$ cat src/rtl/bus_master_arbiter.sv
// Round-robin arbiter that serialises register-bus transactions from several
// masters onto one shared bus. A transaction is latched at grant, held on the
// bus while the target stalls, and aborted with an error if the stall lasts
// too long, so a hung target cannot lock out the other masters.
module bus_master_arbiter #(
  parameter int num_masters    = 2,
  parameter int address_width  = 32,
  parameter int data_width     = 32,
  parameter int timeout_cycles = 1024,
  localparam int owner_width   = (num_masters > 1) ? $clog2(num_masters) : 1
) (
  input  logic                                clk_i,
  input  logic                                reset_i,
  input  logic [num_masters-1:0]              req_i,
  input  logic [num_masters-1:0]              we_i,
  input  logic [num_masters*address_width-1:0] address_i,
  input  logic [num_masters*data_width-1:0]   data_i,
  output logic [num_masters-1:0]              ack_o,
  output logic [num_masters-1:0]              err_o,
  output logic [data_width-1:0]               rdata_o,
  output logic                                busy_o,
  output logic [owner_width-1:0]              owner_o,
  output logic                                bus_we_o,
  output logic [address_width-1:0]           bus_address_o,
  output logic [data_width-1:0]               bus_data_o,
  input  logic [data_width-1:0]               bus_data_i,
  input  logic                                bus_halt_i
);

  localparam int cnt_width = $clog2(timeout_cycles + 1);

  localparam logic [1:0] state_idle  = 2'd0;
  localparam logic [1:0] state_issue = 2'd1;
  localparam logic [1:0] state_ack   = 2'd2;

  logic [1:0]             state;
  logic [owner_width-1:0] last_owner;
  logic                   we_q;
  logic                   err_q;
  logic [cnt_width-1:0]   stall_cnt;

  logic                     grant_valid;
  logic [owner_width-1:0]   grant_idx;
  logic                     hi_valid;
  logic [owner_width-1:0]   hi_idx;
  logic [owner_width-1:0]   lo_idx;
  logic                     grant_we;
  logic [address_width-1:0] grant_addr;
  logic [data_width-1:0]    grant_data;

  // Round-robin pick: lowest requester above last_owner, else lowest overall.
  always_comb begin
    // NOTE: every signal written here gets a default first so no latch is inferred.
    grant_valid = 1'b0;
    hi_valid    = 1'b0;
    hi_idx      = '0;
    lo_idx      = '0;
    for (int j = num_masters - 1; j >= 0; j--) begin
      if (req_i[j]) begin
        grant_valid = 1'b1;
        lo_idx      = owner_width'(j);
        if (j > int'(last_owner)) begin
          hi_valid = 1'b1;
          hi_idx   = owner_width'(j);
        end
      end
    end
    grant_idx = hi_valid ? hi_idx : lo_idx;
  end

  // Payload multiplexer for the master being granted this cycle.
  always_comb begin
    grant_we   = 1'b0;
    grant_addr = '0;
    grant_data = '0;
    for (int j = 0; j < num_masters; j++) begin
      if (owner_width'(j) == grant_idx) begin
        grant_we   = we_i[j];
        grant_addr = address_i[j*address_width +: address_width];
        grant_data = data_i[j*data_width +: data_width];
      end
    end
  end

  // Transaction FSM: grant in IDLE, hold the bus in ISSUE, pulse in ACK.
  always_ff @(posedge clk_i) begin
    // NOTE: registers use non-blocking assignments so they all update together at the edge.
    if (reset_i) begin
      state         <= state_idle;
      owner_o       <= '0;
      last_owner    <= owner_width'(num_masters - 1);
      we_q          <= 1'b0;
      err_q         <= 1'b0;
      stall_cnt     <= '0;
      bus_address_o <= '0;
      bus_data_o    <= '0;
      rdata_o       <= '0;
    end else begin
      case (state)
        state_idle: begin
          if (grant_valid) begin
            state         <= state_issue;
            owner_o       <= grant_idx;
            we_q          <= grant_we;
            bus_address_o <= grant_addr;
            bus_data_o    <= grant_data;
            stall_cnt     <= '0;
          end
        end
        state_issue: begin
          if (!bus_halt_i) begin
            if (!we_q) rdata_o <= bus_data_i;
            stall_cnt <= '0;
            state     <= state_ack;
          end else if (stall_cnt == cnt_width'(timeout_cycles)) begin
            // Target never released halt: abort with all-ones read data.
            err_q     <= 1'b1;
            rdata_o   <= '1;
            stall_cnt <= '0;
            state     <= state_ack;
          end else begin
            stall_cnt <= stall_cnt + 1'b1;
          end
        end
        state_ack: begin
          last_owner <= owner_o;
          err_q      <= 1'b0;
          state      <= state_idle;
        end
        default: state <= state_idle;
      endcase
    end
  end

  // Status and strobes decoded from the FSM state.
  always_comb begin
    busy_o   = (state == state_issue) || (state == state_ack);
    bus_we_o = (state == state_issue) && we_q;
    ack_o    = '0;
    err_o    = '0;
    if (state == state_ack) begin
      ack_o = num_masters'(1) << owner_o;
      if (err_q) err_o = num_masters'(1) << owner_o;
    end
  end

endmodule

$ cat config.mk
export PLATFORM = sky130hd
export DESIGN_NAME = bus_master_arbiter
export DESIGN_NICKNAME = d
export VERILOG_FILES = /design/src/rtl/bus_master_arbiter.sv
export SDC_FILE = /design/constraint.sdc
export NUM_CORES = 1
export LEC_CHECK = 0
export CAP_MARGIN = 5
export CORE_UTILIZATION = 42
export CTS_CLUSTER_SIZE = 25
export DETAILED_ROUTE_END_ITERATION = 8
export MAX_ROUTING_LAYER = met4
export PLACE_DENSITY = 0.93
export SYNTH_ARGS = -nofsm -noshare
export SYNTH_HDL_FRONTEND = slang
export SYNTH_SLANG_ARGS = --single-unit
$ cat constraint.sdc
create_clock -name clk_i -period 5.1 [get_ports clk_i]
set_input_delay 1.275 -clock clk_i [delete_from_list [all_inputs] [get_ports clk_i]]
set_output_delay 1.275 -clock clk_i [all_outputs]
set_load 0.03 [all_outputs]
==> results.md <==
- Synth Warn #: 0
- Cells after synthesis: 536
- Fin Clk Skew: 11.8 ps
- Switching share of power: 29.6%
- Syn-to-layout area delta: 66.3%
- Leak Pwr: 3.05 nW
- Synth area leader: dfxtp_1
- GRT overflow: 0
- Starting density of the core: 43.3%
- Number of max-cap violations: 0
- Combinational share of power: 27.9%
- #FFs+latches synth: 113
- Asr flop ratio synth: 0%
- Crit Path Class: reg -> out
- Number of hold buffers added after CTS: 0
- Place WS: around 1700 ps
- Total track usage: about 25%
- WL final: between 10000 and 15000 um
- R2r setup slk: ~2700 ps
- Crit path capture type: output pin
- Worst-case clock buffer depth: 2
- Slew Viols, Final: 0
- Reg power frac: between 30% and 40%
- Initial drt markers: 218
- Initial antenna violation count: 0
- Largest net degree at the start of global routing: about 100
- Post-Syn Nets: just over 700
- Die Span X: 111 um
- DPL Wire Length: around 11000 um
- Finished Cell Area: a little over 8000 um^2
- Slew headroom: between 20% and 30%
- Avg WL per Cell: 15.8 um
- DR vias/cell: 5.19
- Number of diodes: 0
- Post-synth cell types: 42
- Mapped Avg Cell Area: around 9.3 um^2
- Psw: 0.000874 W
- Fmax achieved: approximately 300 MHz
- HP Start: bus_address_o[29]$_SDFFE_PP0P_
- Vias in the first global route: 5028
- Maximum net fanout on the critical path: 4
- Clock latency on the worst-skew pair: slightly below 400 ps
- Nets: between 900 and 1000
- Row cnt: 39
- Detailed Routing Iterations Pass 1: 4
- Clock Pin Slew Worst Setup and Hold Paths: 50 ps
- Worst r2r src: state[1]$_SDFFE_PP0P_
- Most common cell after layout, fill and taps aside: clkdlybuf4s50_1
- Hold Path End: bus_address_o[29]$_SDFFE_PP0P_
- RSZ-0062 raised after global routing: no
- Final antenna-violating net count: 0
- Post-cts resize count: 0
- Top cell type's share of synthesized area: around 46%
- Seq/Total Area, Yosys: approximately 46%
- Clock power share: 37.0%
- Worst Setup Start Kind: flop
- CTS tree: yes
- Final hold violation count: 0
- Required @ worst endpoint: between 3000 and 4000 ps
- Reg2Reg Depth: 7
- Final min period: 3340 ps
- Status: completed
- Setup ws final: 1760 ps
- Root Buffer: clkbuf_16
- Worst EP arrival: 2060 ps
- Most frequent cells in the layout: clkdlybuf4s50_1, nor2_1, dfxtp_1
- Total CTS buffers: 17
- Hold depth: 2
- Hold Path Class: reg -> reg
- Core ar.: 11500 um^2
- Post-CTS Setup Repair Bufs: 0
- Die Area: 12300 um^2
- Worst-Margin Slew: 1130 ps
- Height of the chip: 111 um
- Gp weighted congestion: 0.883
- Setup TNS: 0 ps
- Fin Hold WS: 496 ps
- Routed vias: 4869
- R2R Path End: rdata_o[6]$_SDFFE_PP0P_
- Internal power: 0.00208 W
- Peak supply drop: a little over 200 uV
- Placed Area: slightly below 8000 um^2
- PortBufs: 269
- Layout cells sized above 1: under 10%
- Synth Cell Area: a little under 5000 um^2
- Post-synth EDFFs: 0
- Final Setup Violations: 0
- PwrDens: 357 nW/um^2
- IO Count: between 200 and 300
- Detailed-route DRC error count: 0
- H-Tree Depth: 4
- Sink Count: about 110
- Tcrit/Tclk final: 65.5%
- Synth area leaders: dfxtp_1, mux2i_1, nor2_1
- First-pass GRT wire length: 24000 um
- Commonest register cell after synthesis: dfxtp_1
-- Yosys cell counts, types with 2 or more instances --
cell type / count
nor3b_1: 3
xnor2_1: 6
buf_1: 2
nor3_1: 3
or3_1: 4
a211oi_1: 65
nor4_1: 3
nand2_1: 10
mux2i_1: 65
a21oi_1: 6
nor3_2: 31
inv_1: 5
o21ai_0: 5
buf_2: 8
nand4_1: 3
buf_6: 3
and2_1: 3
ha_1: 5
clkbuf_1: 30
nand3_1: 2
dfxtp_1: 113
nor2_1: 141
-- power by group through the flow --
stage	registers [W]	logic, W	clock network, W
6_report	0.00103	0.000825	0.00109
5_1_grt	0.00105	0.000874	0.00115
4_1_cts	0.00104	0.000829	0.00111
3_5_place_dp	0.00105	0.000826	0
3_3_place_gp	0.00105	0.000805	0
2_1_floorplan	0.00122	0.000275	0
-- critical path, stage by stage, from the launching register on --
cell             delay, ps
dfxtp_1                330
inv_1                  110
ha_1                   190
inv_1                   80
nor2_1                 150
and2_1                 150
clkdlybuf4s50_1        660
-- flip-flops by register name, indices dropped and copies added, names as in the netlist --
register and cells:
bus_address_o 32, bus_data_o 32, err_q 1, last_owner 1, owner_o 1, rdata_o 32, stall_cnt 11, state 2
we_q 1
-- area by class of cell --
class | instances | area [um^2]
Clock buffer | 22 | 494
Clock inverter | 6 | 57.6
Fill cell | 822 | 3200
Inverter | 5 | 18.8
Multi-Input combinational cell | 375 | 2510
Sequential cell | 113 | 2260
Tap cell | 143 | 179
Timing Repair Buffer | 274 | 2740
-- how the worst max path moves through the flow --
stage | end | from | cells after the start
floorplan | err_o[0] | state[0]$_SDFFE_PP0P_ | 5
global placement | bus_address_o[15]$_SDFFE_PP0P_ | req_i[0] | 5
detailed placement | rdata_o[9]$_SDFFE_PP0P_ | bus_halt_i | 6
CTS | err_o[0] | state[0]$_SDFFE_PP0P_ | 6
global route | err_o[0] | state[0]$_SDFFE_PP0P_ | 6
finish | err_o[0] | state[0]$_SDFFE_PP0P_ | 6
-- logic make-up (layout without fill, tap and decap cells) --
logic type | Yosys count | after routing | synth area share [%]
AO/OA/AOI/OAI | 86 | 86 | 12.9
XOR/XNOR | 7 | 7 | 1.23
adder cells (fa/ha/maj) | 5 | 5 | 1.26
buffers and inverters | 48 | 307 | 4.28
flip-flops | 113 | 113 | 45.5
multiplexers | 65 | 65 | 13.1
AND/OR/NAND/NOR | 212 | 212 | 21.7
-- per-stage QoR --
stage / power, W / instances / utilization [%]
6_report: 0.00295 / 938 / 72.1
4_1_cts: 0.00297 / 938 / 72.1
3_5_place_dp: 0.00188 / 910 / 67.3
2_1_floorplan: 0.00150 / 536 / -
3_3_place_gp: 0.00185 / 910 / 67.3
5_1_grt: 0.00307 / 938 / 72.1
-- per-layer routing --
metal / vias up / track usage (%) / share of wire, %
met1: 2269 / 25.8 / 39
li1: 2388 / - / -
met3: 36 / 6.83 / 5.3
met2: 176 / 44.6 / 53
met5: - / - / 0
met4: 0 / 9.87 / 3.0
Power figures use the tool's default switching activity.
